[config.mk]
export PLATFORM = sky130hd
export DESIGN_NAME = ibex_l2_rf_xfer_flat
export DESIGN_NICKNAME = d
export VERILOG_FILES = /design/src/rtl/ibex_l2_rf_xfer_pkg.sv /design/src/rtl/ibex_l2_rf_xfer_if.sv /design/src/rtl/ibex_l2_rf_xfer.sv /design/src/flat_wrapper.sv
export SDC_FILE = /design/constraint.sdc
export NUM_CORES = 1
export LEC_CHECK = 0
export ABC_AREA = 1
export BUFFER_PORTS_ARGS = -buffer_cell sky130_fd_sc_hd__buf_4
export CAP_MARGIN = 20
export CORE_MARGIN = 2
export CORE_UTILIZATION = 38
export DETAILED_ROUTE_END_ITERATION = 10
export GPL_ROUTABILITY_DRIVEN = 1
export PLACE_DENSITY = 0.82
export SETUP_SLACK_MARGIN = 0.5
export SYNTH_ARGS = -nofsm -noshare
export SYNTH_HDL_FRONTEND = slang
export SYNTH_SLANG_ARGS = --single-unit
[constraint.sdc]
create_clock -name clk_i -period 1.7 [get_ports clk_i]
set_input_delay 0 -clock clk_i [delete_from_list [all_inputs] [get_ports clk_i]]
set_output_delay 0 -clock clk_i [all_outputs]
set_load 0.01 [all_outputs]
[src/rtl/ibex_l2_rf_xfer_pkg.sv]
// Shared types and helpers for the L2 register-file transfer engine.
package ibex_l2_rf_xfer_pkg;

  localparam int unsigned L2RegAddrW = 5;

  typedef enum logic {
    L2_XFER_SPILL = 1'b0,
    L2_XFER_FILL  = 1'b1
  } l2_xfer_dir_e;

  typedef enum logic [1:0] {
    L2X_IDLE,
    L2X_XFER,
    L2X_DONE
  } l2_xfer_state_e;

  // Register 0 is never stored in L2, so a range touching it is rejected.
  function automatic logic l2_range_invalid(input logic [L2RegAddrW-1:0] first,
                                            input logic [L2RegAddrW-1:0] last,
                                            input int unsigned           num_words);
    return (first == '0) || (last == '0) || (first > last) ||
           (32'(last) >= num_words);
  endfunction

endpackage

[src/rtl/ibex_l2_rf_xfer_if.sv]
// Request, status, core RF side port and L2 port of the transfer engine.
interface ibex_l2_rf_xfer_if #(
  parameter int unsigned DataWidth = 32
);
  import ibex_l2_rf_xfer_pkg::*;

  logic                  req_valid_i;
  logic                  req_ready_o;
  logic                  req_dir_i;
  logic [L2RegAddrW-1:0] req_first_i;
  logic [L2RegAddrW-1:0] req_last_i;
  logic                  stall_i;
  logic                  abort_i;

  logic [L2RegAddrW-1:0] rf_raddr_o;
  logic [DataWidth-1:0]  rf_rdata_i;
  logic [L2RegAddrW-1:0] rf_waddr_o;
  logic [DataWidth-1:0]  rf_wdata_o;
  logic                  rf_we_o;

  logic [L2RegAddrW-1:0] l2_addr_o;
  logic [DataWidth-1:0]  l2_wdata_o;
  logic [DataWidth-1:0]  l2_rdata_i;
  logic                  l2_we_o;

  logic                  done_o;
  logic                  err_o;
  logic                  aborted_o;
  logic [L2RegAddrW-1:0] xfer_cnt_o;

  // Engine side.
  modport slave (
    input  req_valid_i, req_dir_i, req_first_i, req_last_i, stall_i, abort_i,
           rf_rdata_i, l2_rdata_i,
    output req_ready_o, rf_raddr_o, rf_waddr_o, rf_wdata_o, rf_we_o,
           l2_addr_o, l2_wdata_o, l2_we_o, done_o, err_o, aborted_o, xfer_cnt_o
  );

  // Context control plus the two register files.
  modport master (
    output req_valid_i, req_dir_i, req_first_i, req_last_i, stall_i, abort_i,
           rf_rdata_i, l2_rdata_i,
    input  req_ready_o, rf_raddr_o, rf_waddr_o, rf_wdata_o, rf_we_o,
           l2_addr_o, l2_wdata_o, l2_we_o, done_o, err_o, aborted_o, xfer_cnt_o
  );

endinterface

[src/rtl/ibex_l2_rf_xfer.sv]
// Moves a contiguous register range between the core RF and the L2 RF,
// one register per cycle, with stall, abort and a one-cycle done pulse.
module ibex_l2_rf_xfer
  import ibex_l2_rf_xfer_pkg::*;
#(
  parameter int unsigned DataWidth = 32,
  parameter int unsigned NumWords  = 28
) (
  input  logic              clk_i,
  input  logic              rst_ni,
  ibex_l2_rf_xfer_if.slave  bus
);

  localparam logic [1:0] StIdle = L2X_IDLE;
  localparam logic [1:0] StXfer = L2X_XFER;
  localparam logic [1:0] StDone = L2X_DONE;

  logic [1:0]            state_q;
  logic [L2RegAddrW-1:0] idx_q, last_q, cnt_q;
  l2_xfer_dir_e          dir_q;
  logic                  err_q, aborted_q;

  logic                  in_xfer, xfer_act, spill_act, fill_act;
  logic                  req_bad;
  logic [DataWidth-1:0]  l2_wdata, rf_wdata;

  assign req_bad = l2_range_invalid(bus.req_first_i, bus.req_last_i, NumWords);

  always_ff @(posedge clk_i or negedge rst_ni) begin
    if (!rst_ni) begin
      state_q   <= StIdle;
      idx_q     <= '0;
      last_q    <= '0;
      cnt_q     <= '0;
      dir_q     <= L2_XFER_SPILL;
      err_q     <= 1'b0;
      aborted_q <= 1'b0;
    end else begin
      case (state_q)
        StIdle: begin
          if (bus.req_valid_i) begin
            cnt_q     <= '0;
            err_q     <= 1'b0;
            aborted_q <= 1'b0;
            if (req_bad) begin
              err_q   <= 1'b1;
              state_q <= StDone;
            end else begin
              idx_q   <= bus.req_first_i;
              last_q  <= bus.req_last_i;
              dir_q   <= l2_xfer_dir_e'(bus.req_dir_i);
              state_q <= StXfer;
            end
          end
        end
        StXfer: begin
          // Abort wins over stall; a stalled cycle simply holds idx.
          if (bus.abort_i) begin
            aborted_q <= 1'b1;
            state_q   <= StDone;
          end else if (!bus.stall_i) begin
            cnt_q <= cnt_q + 5'd1;
            if (idx_q == last_q) state_q <= StDone;
            else                 idx_q   <= idx_q + 5'd1;
          end
        end
        StDone:  state_q <= StIdle;
        default: state_q <= StIdle;
      endcase
    end
  end

  assign in_xfer   = (state_q == StXfer);
  assign xfer_act  = in_xfer && !bus.abort_i && !bus.stall_i;
  assign spill_act = xfer_act && (dir_q == L2_XFER_SPILL);
  assign fill_act  = xfer_act && (dir_q == L2_XFER_FILL);

  // Write data is a gated pass-through so the buses stay quiet when idle.
  assign l2_wdata = spill_act ? bus.rf_rdata_i : '0;
  assign rf_wdata = fill_act  ? bus.l2_rdata_i : '0;

  assign bus.req_ready_o = (state_q == StIdle);
  assign bus.l2_addr_o   = in_xfer ? idx_q : '0;
  assign bus.rf_raddr_o  = (in_xfer && dir_q == L2_XFER_SPILL) ? idx_q : '0;
  assign bus.rf_waddr_o  = (in_xfer && dir_q == L2_XFER_FILL)  ? idx_q : '0;
  assign bus.l2_we_o     = spill_act;
  assign bus.l2_wdata_o  = l2_wdata;
  assign bus.rf_we_o     = fill_act;
  assign bus.rf_wdata_o  = rf_wdata;
  assign bus.done_o      = (state_q == StDone);
  assign bus.err_o       = (state_q == StDone) && err_q;
  assign bus.aborted_o   = (state_q == StDone) && aborted_q;
  assign bus.xfer_cnt_o  = cnt_q;

endmodule
[src/flat_wrapper.sv]
// flat-port wrapper written by rule: the top's interface ports become plain ports
module ibex_l2_rf_xfer_flat import ibex_l2_rf_xfer_pkg::*;
#(
  parameter int unsigned DataWidth = 32,
  parameter int unsigned NumWords  = 28
)
  (clk_i, rst_ni, bus_req_valid_i, bus_req_dir_i, bus_req_first_i, bus_req_last_i, bus_stall_i, bus_abort_i, bus_rf_rdata_i, bus_l2_rdata_i, bus_req_ready_o, bus_rf_raddr_o, bus_rf_waddr_o, bus_rf_wdata_o, bus_rf_we_o, bus_l2_addr_o, bus_l2_wdata_o, bus_l2_we_o, bus_done_o, bus_err_o, bus_aborted_o, bus_xfer_cnt_o);
  ibex_l2_rf_xfer_if #(.DataWidth(DataWidth)) bus_i ();
  input  logic clk_i;
  input  logic rst_ni;
  input wire logic [$bits(bus_i.req_valid_i)-1:0] bus_req_valid_i;
  input wire logic [$bits(bus_i.req_dir_i)-1:0] bus_req_dir_i;
  input wire logic [$bits(bus_i.req_first_i)-1:0] bus_req_first_i;
  input wire logic [$bits(bus_i.req_last_i)-1:0] bus_req_last_i;
  input wire logic [$bits(bus_i.stall_i)-1:0] bus_stall_i;
  input wire logic [$bits(bus_i.abort_i)-1:0] bus_abort_i;
  input wire logic [$bits(bus_i.rf_rdata_i)-1:0] bus_rf_rdata_i;
  input wire logic [$bits(bus_i.l2_rdata_i)-1:0] bus_l2_rdata_i;
  output wire logic [$bits(bus_i.req_ready_o)-1:0] bus_req_ready_o;
  output wire logic [$bits(bus_i.rf_raddr_o)-1:0] bus_rf_raddr_o;
  output wire logic [$bits(bus_i.rf_waddr_o)-1:0] bus_rf_waddr_o;
  output wire logic [$bits(bus_i.rf_wdata_o)-1:0] bus_rf_wdata_o;
  output wire logic [$bits(bus_i.rf_we_o)-1:0] bus_rf_we_o;
  output wire logic [$bits(bus_i.l2_addr_o)-1:0] bus_l2_addr_o;
  output wire logic [$bits(bus_i.l2_wdata_o)-1:0] bus_l2_wdata_o;
  output wire logic [$bits(bus_i.l2_we_o)-1:0] bus_l2_we_o;
  output wire logic [$bits(bus_i.done_o)-1:0] bus_done_o;
  output wire logic [$bits(bus_i.err_o)-1:0] bus_err_o;
  output wire logic [$bits(bus_i.aborted_o)-1:0] bus_aborted_o;
  output wire logic [$bits(bus_i.xfer_cnt_o)-1:0] bus_xfer_cnt_o;
  assign bus_i.req_valid_i = bus_req_valid_i;
  assign bus_i.req_dir_i = bus_req_dir_i;
  assign bus_i.req_first_i = bus_req_first_i;
  assign bus_i.req_last_i = bus_req_last_i;
  assign bus_i.stall_i = bus_stall_i;
  assign bus_i.abort_i = bus_abort_i;
  assign bus_i.rf_rdata_i = bus_rf_rdata_i;
  assign bus_i.l2_rdata_i = bus_l2_rdata_i;
  assign bus_req_ready_o = bus_i.req_ready_o;
  assign bus_rf_raddr_o = bus_i.rf_raddr_o;
  assign bus_rf_waddr_o = bus_i.rf_waddr_o;
  assign bus_rf_wdata_o = bus_i.rf_wdata_o;
  assign bus_rf_we_o = bus_i.rf_we_o;
  assign bus_l2_addr_o = bus_i.l2_addr_o;
  assign bus_l2_wdata_o = bus_i.l2_wdata_o;
  assign bus_l2_we_o = bus_i.l2_we_o;
  assign bus_done_o = bus_i.done_o;
  assign bus_err_o = bus_i.err_o;
  assign bus_aborted_o = bus_i.aborted_o;
  assign bus_xfer_cnt_o = bus_i.xfer_cnt_o;
  ibex_l2_rf_xfer #(.DataWidth(DataWidth), .NumWords(NumWords)) u_core (.clk_i(clk_i), .rst_ni(rst_ni), .bus(bus_i));
endmodule
# Word-level counts from Yosys, hierarchy flattened
# Index checks and enable logic that the tools add are counted.
classes:
  add_sub_neg: 2
  magnitude_cmp: 2
  eq_ne: 11
  muxes: 25
  bitwise_logic: 2
  n_reduce_logical: 23
op_table:
  columns: ["operator", "n"]
  rows:
  - ["$mux W32", 2]
  - ["$mux W5", 11]
  - ["$pmux W5 S2", 2]
  - ["$ne A2 B2 Y1 const B", 6]
  - ["$add A5 B1 Y5 const B", 2]
  - ["$logic_not A5 Y1", 2]
  - ["$mux W2", 5]
  - ["$reduce_and A3 Y1", 3]
  - ["$logic_and A1 B1 Y1", 8]
  - ["$ne A3 B3 Y1 const B", 2]
  - ["$reduce_and A6 Y1", 1]
  - ["$eq A5 B5 Y1", 1]
  - ["$ge A5 B5 Y1 const B", 1]
  - ["$gt A5 B5 Y1", 1]
  - ["$pmux W2 S2", 1]
  - ["$reduce_and A4 Y1", 1]
  - ["$logic_or A1 B1 Y1", 3]
  - ["$mux W1", 3]
  - ["$eq A2 B1 Y1 const B", 1]
  - ["$eq A2 B2 Y1 const B", 1]
  - ["$logic_not A1 Y1", 2]
  - ["$logic_not A2 Y1", 1]
  - ["$not A1 Y1", 2]
  - ["$pmux W1 S2", 1]
  - ["other kinds (2)", 2]
totals:
  ff_bits: 20
  wordCells: 72

# Depth between registers and ports, before layout
# Gate-level depths: netlist of run 1.
depth:
  word_depth: 7
  depth_mapped: 12
  mapped_depth_nobuf: 12

# Worst setup path before layout of run 1
# OpenSTA, ideal clock, no wires.
synth_path:
  path_kind: "register to register"
  start: "register u_core.state_q[0]"
  end: "register u_core.idx_q[2]"
  setup_time_ps: 117
  t_arrival_ps: 1233
  t_required_ps: 1583
  slack_ps: 350
  stages_incl_launch_ff: 9
  path_buffers: 0
  synth_period_minus_slack_ps: 1350
  path_cell_list: "dfrtp_1 > nor2_2 > nand2_1 > nand2_2 > inv_2 > nor2_4 > nand2_2 > nand2_1 > nand2_1"
synth_via:
  elab_chain_len: 3
synth_lines:
  columns: ["element", "line_no", "text"]
  rows:
  - ["from (decl)", "ibex_l2_rf_xfer.sv:18", "logic [1:0] state_q;"]
  - ["from (signal assigned)", "ibex_l2_rf_xfer.sv:31", "state_q <= StIdle;"]
  - ["from (signal assigned)", "ibex_l2_rf_xfer.sv:47", "state_q <= StDone;"]
  - ["from (signal assigned)", "ibex_l2_rf_xfer.sv:52", "state_q <= StXfer;"]
  - ["$logic_not A2 Y1 (*)", null, null]
  - ["via bus_req_ready_o", "flat_wrapper.sv:19", "output wire logic [$bits(bus_i.req_ready_o)-1:0] bus_req_ready_o;"]
  - ["$ne A2 B2 Y1 (no line) / $reduce_bool A2 Y1 (equally long branches)", null, null]
  - ["$reduce_and A6 Y1 (no line)", null, null]
  - ["to (signal assigned)", "ibex_l2_rf_xfer.sv:49", "idx_q <= bus.req_first_i;"]
  - ["to (signal assigned)", "ibex_l2_rf_xfer.sv:64", "else idx_q <= idx_q + 5'd1;"]
  - ["to (decl)", "ibex_l2_rf_xfer.sv:19", "logic [L2RegAddrW-1:0] idx_q, last_q, cnt_q;"]
# The timed path passes the listed nets; every way through them passes the cells marked *.
# A chain may end at the register's enable or synchronous reset.

# Worst setup path in the final report of run 1
layout_path:
  start: "register u_core.dir_q"
  end: "output bus_rf_wdata_o[20]"
layout_via:
  elab_chain_len: 2
layout_lines:
  columns: ["element", "line_no", "text"]
  rows:
  - ["from (decl)", "ibex_l2_rf_xfer.sv:20", "l2_xfer_dir_e dir_q;"]
  - ["from (signal assigned)", "ibex_l2_rf_xfer.sv:51", "dir_q <= l2_xfer_dir_e'(bus.req_dir_i);"]
  - ["$logic_and A1 B1 Y1", "ibex_l2_rf_xfer.sv:76", "assign fill_act = xfer_act && (dir_q == L2_XFER_FILL);"]
  - ["$mux W32", "ibex_l2_rf_xfer.sv:80", "assign rf_wdata = fill_act ? bus.l2_rdata_i : '0;"]
  - ["to (decl)", "flat_wrapper.sv:22", "output wire logic [$bits(bus_i.rf_wdata_o)-1:0] bus_rf_wdata_o;"]
# No other way between the ends.

==> impl_results.md, run 1 <==
* Run status: complete, but fails checks
* Failing checks: negative hold slack
* Iteration count of the initial detailed-routing pass at 5
* Vias in the first global route at 2,713
* Core Region at 0.00472 sq mm
* Layout Nets at 638
* Post-synthesis instance total at 337
* CP peak stage delay at around 0.5 ns
* Maxcap violations at 0
* FF-to-FF End: u_core.idx_q[0]$_DFFE_PN0P_
* Arrival time worst endpoint at 1.66 ns
* Sequential area share after synthesis at 26.7%
* Post-Syn Nets at around 420
* Area delta synth->final at 133%
* Cell area after layout at 0.00436 sq mm
* Largest net degree at the start of global routing at 21
* Post-Route Skew at 0.00683 ns
* Clock slew at reported path FFs at 0.08 ns
* Worst setup path start: u_core.dir_q$_DFFE_PN0P_
* Slew @ Worst Pin at roughly 0.37 ns
* DRT antenna net count at 0
* LEAKAGE at 2.49 nW
* Placed instance area at 0.00350 sq mm
* P_sw at 0.00188 W
* Pint at roughly 0.0021 W
* Yosys reg bits at 20
* Synth unique cells at 21
* # IOs at 170
* First-pass GRT wire length at 13.0 mm
* Routed vias/inst at around 5.0
* GP Congestion at 0.836
* CTS tree: done
* Period utilisation layout at 97.7%
* Setup crit end: bus_rf_wdata_o[20]
* Number of flops mapped to enable cells by yosys at 0
* CP max stage cell: dfrtp_1
* Die area at 0.00551 sq mm
* Slew Limit Fails at 0
* Hold slack at -0.00571 ns
* Setup TNS at 0 ns
* Logic pwr share at 68.6%
* Total number of vias at just over 3,000
* Final non-filler cell total at roughly 620
* Top-area cell type share of the netlist area at 26.7%
* Initial antenna violation count at 0
* CP Launch Type: register
* R2R Setup Slk at 0.07 ns
* Tot GR Track Use at 30.8%
* Post-synth ARST share at 100%
* Final HPWL DP at roughly 6 mm
* YS warnings at 0
* Die Y at 74.2 um
* Synth area leaders: dfrtp_1 (27%), nor2_1 (19%), inv_1 (18%)
* CTS Buffer Depth at 2
* Clk pwr share at 8.8%
* Primary FF master, synth: dfrtp_1
* Routed len/inst at between 15 and 20 um
* Worst Path Max Fanout at 8
* Row count at 25
* Synthesized area at approximately 0.0019 sq mm
* Layout cell share with drive strength beyond 1 at between 50 and 60%
* Sw Share at between 40% and 50%
* Clock sink total at 20
* I/O Buffers at 169
* Post-synth top cells: nor2_1 (94), inv_1 (90), nand2_1 (62)
* H-tree Lvls at 1
* FF-to-FF Start: u_core.state_q[0]$_DFFE_PN0P_
* PwrDens at 906 mW/mm^2
* # setup viols final at 0
* # DRC at 0
* WL final at 11.2 mm
* Depth of the most critical reg-to-reg path at 9
* Aggregate global routing overflow at 0
* Largest area contributor in the netlist: dfrtp_1
* Placed cell count at 567
* Syn Area/Cell at 5.56 sq um
* Root Driver: clkbuf_8
* Fillcell total at 193
* Most common cell in the netlist: nor2_1
* Clk_lat worst skew at 0.27 ns
* Critical path endpoint category: output pin
* Initial Utilization at 39.7%
* Setup CP Type: reg -> out
* Sequential Power Share at 22.6%
* Tmin final at 1.66 ns
* Ant diodes at 0
* Worst EP required at 1.70 ns
* Final Hold Viols at 2
* Max-slew headroom at about three quarters
* RSZ-0062 raised after global routing: yes
* Die Width at around 74 um
* Initial drt markers at between 150 and 200
* CTS buffer count at 3
* CP Cell Sequence: inv_1 -> nor2_4 -> inv_6 -> clkbuf_16 -> nor2_1 -> buf_4
* Max Fclk at 0.602 GHz
* Hold WC Path Type: in -> reg
* Worst VDD drop at 1.21 mV
-- timing repair --
item                                    in CTS  in global routing
pin swaps                                    6                 10
hold endpoints to repair                    23                  0
buffers inserted                            19                 18
gates resized for setup                     65                 43
hold buffers                                 3                  0
gates cloned                                 5                  1
endpoints found under the setup margin      98                104
-- sequential cells by signal (all words and copies together), names as in the netlist --
name and flops:
u_core.bus.xfer_cnt_o 5, u_core.idx_q 5, u_core.last_q 5, u_core.state_q 2
u_core.aborted_q 1, u_core.dir_q 1, u_core.err_q 1
-- critical path, delay by kind of cell, from the launching register on --
| family | cells | cell delay (ns) |
|---|---|---|
| flops | 1 | 0.51 |
| simple gates | 2 | 0.31 |
| buf+inv | 4 | 0.57 |
-- per-layer routing --
layer	GRT usage, %	part of all wire (%)	vias to the layer above
li1	-	-	1403
met1	32.2	33	1424
met3	4.74	9.1	51
met5	0	0	-
met4	16.8	4.3	0
met2	58.2	53	226
-- power by group through the flow --
stage                     clock (W)  combinational, W  sequential (W)
final                      0.000349           0.00271        0.000893
after global routing       0.000363           0.00286        0.000891
after CTS                  0.000316           0.00205        0.000848
after detailed placement          0           0.00155        0.000873
after global placement            0           0.00151        0.000872
after floorplan                   0          0.000971        0.000816
-- placed cells by master (no fill, tap or decap), types with 3 or more instances in the layout --
cell             n
nor2_4          38
nand3_1         18
nor2_1          31
buf_16           5
nand2_1         55
dfrtp_2          3
ha_1             7
buf_4          171
dfrtp_1         17
buf_6           34
o21ai_0          5
nand2_2          3
dlygate4sd3_1    3
clkbuf_8         3
a21oi_1          3
inv_1           84
nor2_2          31
o21ai_1          3
nand2_4          6
inv_2            5
-- worst min-delay path by stage --
| stage | cells after the start | endpoint | start | slack [ns] |
|---|---|---|---|---|
| 4_1_cts | 3 | u_core.state_q[0]$_DFFE_PN0P_ | bus_stall_i | -0.01 |
| 5_1_grt | 3 | u_core.last_q[2]$_DFFE_PN0P_ | bus_req_last_i[2] | -0.0003 |
| 3_5_place_dp | 1 | u_core.dir_q$_DFFE_PN0P_ | rst_ni | -0.11 |
| 6_report | 3 | u_core.last_q[2]$_DFFE_PN0P_ | bus_req_last_i[2] | -0.006 |
| 3_3_place_gp | 1 | u_core.aborted_q$_DFFE_PN0P_ | rst_ni | -0.11 |
| 2_1_floorplan | 0 | u_core.aborted_q$_DFFE_PN0P_ | rst_ni | -0.30 |
-- final cells by class --
type,count,area (sq um),share of cell area (%)
multi-input cells,215,1430,32.8
repair buffers,217,1910,43.9
well taps,67,83.8,1.92
flip-flops and latches,20,504,11.6
clock buffers,4,45.0,1.03
inverters,94,380,8.73
-- per-stage QoR --
step	setup WS (ns)	total power, W	hold slack [ns]	util [%]
final	0.0390	0.00395	-0.00571	92.2
after global routing	0.00338	0.00412	-0.000268	92.2
after CTS	0.175	0.00321	-0.0110	86.0
after detailed placement	0.212	0.00242	-0.110	74.0
after global placement	0.245	0.00238	-0.112	74.0
after floorplan	0.439	0.00179	-0.296	-
-- cell families after synthesis --
family,after synthesis,synth area share (%)
flops,20,26.7
compound gates,14,3.87
buf+inv,102,21.2
fa+ha+maj,7,4.68
xor+xnor,2,0.935
simple gates,192,42.6
Power figures use the tool's default switching activity.
==> run 2: changes to the inputs <==
CORE_ASPECT_RATIO = 0.6   (was unset)
==> impl_results.md, run 2 (same netlist as run 1, synthesis figures left out) <==
* Fillcell total at 182
* Maxcap violations at 0
* WL final at 11.3 mm
* Clk_lat worst skew at 0.27 ns
* Clock sink total at 20
* Worst Path Max Fanout at 7
* Max-slew headroom at 76.0%
* Placed cell count at approximately 560
* Final Hold Viols at 1
* I/O Buffers at between 150 and 200
* Worst EP required at approximately 1.7 ns
* R2R Setup Slk at around 0.07 ns
* Area delta synth->final at 129%
* Multi-input gate area at about 0.0014 sq mm
* CP max stage cell: dfrtp_1
* Routed len/inst at between 15 and 20 um
* CP peak stage delay at approximately 0.52 ns
* Period utilisation layout at 97.5%
* # setup viols final at 0
* H-tree Lvls at 1
* Run status: complete, but fails checks
* Row count at 19
* Setup TNS at 0 ns
* Hold_buf cts at 5
* Final non-filler cell total at ~600
* # IOs at 170
* Core Region at 0.00466 sq mm
* Slew @ Worst Pin at approximately 0.36 ns
* Critical path endpoint category: output pin
* Failing checks: negative hold slack
* Most common library cell in the layout ignoring fill and taps: buf_4
* Fin worst setup slack at approximately 0.043 ns
* Routed vias/inst at ~5.2
* Final HPWL DP at about 6.1 mm
* Tmin final at 1.66 ns
* GP Congestion at 0.841
* Arrival time worst endpoint at 1.66 ns
* Setup CP Type: reg -> out
* Post-Route Skew at 0.00581 ns
* Hold slack at -0.00493 ns
* Initial Utilization at 40.2%
* LEAKAGE at ~2.5 nW
* CP Buf/Inv Count at 4
* Max Fclk at 0.604 GHz
* Slew Limit Fails at 0
* First-pass GRT wire length at 13.4 mm
* Vias in the first global route at 2,835
* Die Width at roughly 95 um
* Pre-CTS setup slack at 0.161 ns
* Layout Nets at 636
* CTS tree: done
* DRT antenna net count at 0
* CTS buffer count at 3
* Die Y at about 58 um
* # DRC at 0
* Worst VDD drop at 0.655 mV
* Root Driver: clkbuf_8
* Die area at between 0.005 and 0.006 sq mm
* Iteration count of the initial detailed-routing pass at 5
* Initial drt markers at around 260
* Ant diodes at 0
* Aggregate global routing overflow at 0
* Cell family with most CP delay: buffers and inverters
* RSZ-0062 raised after global routing: yes
* Clock slew at reported path FFs at approximately 0.08 ns
* Tot GR Track Use at 30.9%
* CP Launch Type: register
* PwrDens at 911 mW/mm^2
* Largest net degree at the start of global routing at 21
* Reg area at 504 sq um
* CTS Buffer Depth at 2
* Crit-path most repeated cell: buf_4
* Initial antenna violation count at 0
* Total number of vias at 3,191
* CP Cell Sequence: inv_1 -> nor2_4 -> inv_6 -> buf_4 -> nor2_1 -> buf_4
* Layout cell share with drive strength beyond 1 at a little over half
* Most frequent cells in the layout: buf_4 (169), inv_1 (88), nand2_1 (54)
* Hold WC Path Type: in -> reg
## run 2: cell types whose count changed in the layout (fill, tap and decap cells not counted), moves of 2 or more
cell           change
buf_12             +2
buf_4              -2
buf_6              -2
dlygate4sd3_1      +2
inv_1              +4
inv_2              -4
nor2_1            +13
nor2_2            -13
nor3_1             -2
o21ai_0            -2
o21ai_1            +2
## run 2: worst paths after layout
path | startpoint | to | depth (start not counted)
setup / recovery | u_core.dir_q$_DFFE_PN0P_ | bus_rf_wdata_o[17] | 6
hold / removal | bus_req_last_i[4] | u_core.last_q[4]$_DFFE_PN0P_ | 3
setup reg to reg | u_core.idx_q[2]$_DFFE_PN0P_ | u_core.idx_q[2]$_DFFE_PN0P_ | 10
hold reg to reg | u_core.bus.xfer_cnt_o[4]$_DFFE_PN0P_ | u_core.bus.xfer_cnt_o[4]$_DFFE_PN0P_ | 1
max in group asynchronous | rst_ni | u_core.state_q[0]$_DFFE_PN0P_ | 2
min in group asynchronous | rst_ni | u_core.idx_q[2]$_DFFE_PN0P_ | 2
## run 2: metrics by stage
step	total power, W	util, %	area [sq um]	hold WS [ns]
after floorplan	0.00179	-	2150	-0.296
after global placement	0.00239	75.1	3500	-0.107
after detailed placement	0.00244	75.1	3500	-0.109
after CTS	0.00317	86.0	4010	0.000167
after global routing	0.00404	92.2	4300	0.00394
final	0.00392	92.2	4300	-0.00493
## run 2: area by class of cell
type	instances	area share (%)
Sequential cell	20	11.7
Multi-Input combinational cell	215	32.7
Timing Repair Buffer	215	43.9
Tap cell	63	1.84
Clock buffer	4	1.05
Inverter	94	8.86
## run 2: metal layers
| layer | part of all wire (%) | vias to the layer above | track usage (%) |
|---|---|---|---|
| li1 | - | 1390 | - |
| met3 | 12 | 77 | 10.8 |
| met4 | 4.7 | 0 | 7.87 |
| met2 | 48 | 271 | 52.4 |
| met5 | 0 | - | 0 |
| met1 | 35 | 1453 | 38.1 |
## run 2: timing repair
action | in CTS | in global routing
cloned | 4 | 0
buffers inserted | 22 | 12
endpoints found under the hold margin | 24 | 1
resized for setup | 44 | 51
setup endpoints to repair | 97 | 104
pin swaps | 8 | 13
## run 2: worst min-delay path: stages
cell and delay, ns:
buf_4 0.10, nand3_1 0.07, nand2_1 0.06
## run 2: power by group
| group | total [W] | internal, W | switching, W |
|---|---|---|---|
| registers | 0.000909 | 0.000659 | 0.000250 |
| clock network | 0.000335 | 0.000167 | 0.000168 |
| logic | 0.00267 | 0.00119 | 0.00149 |
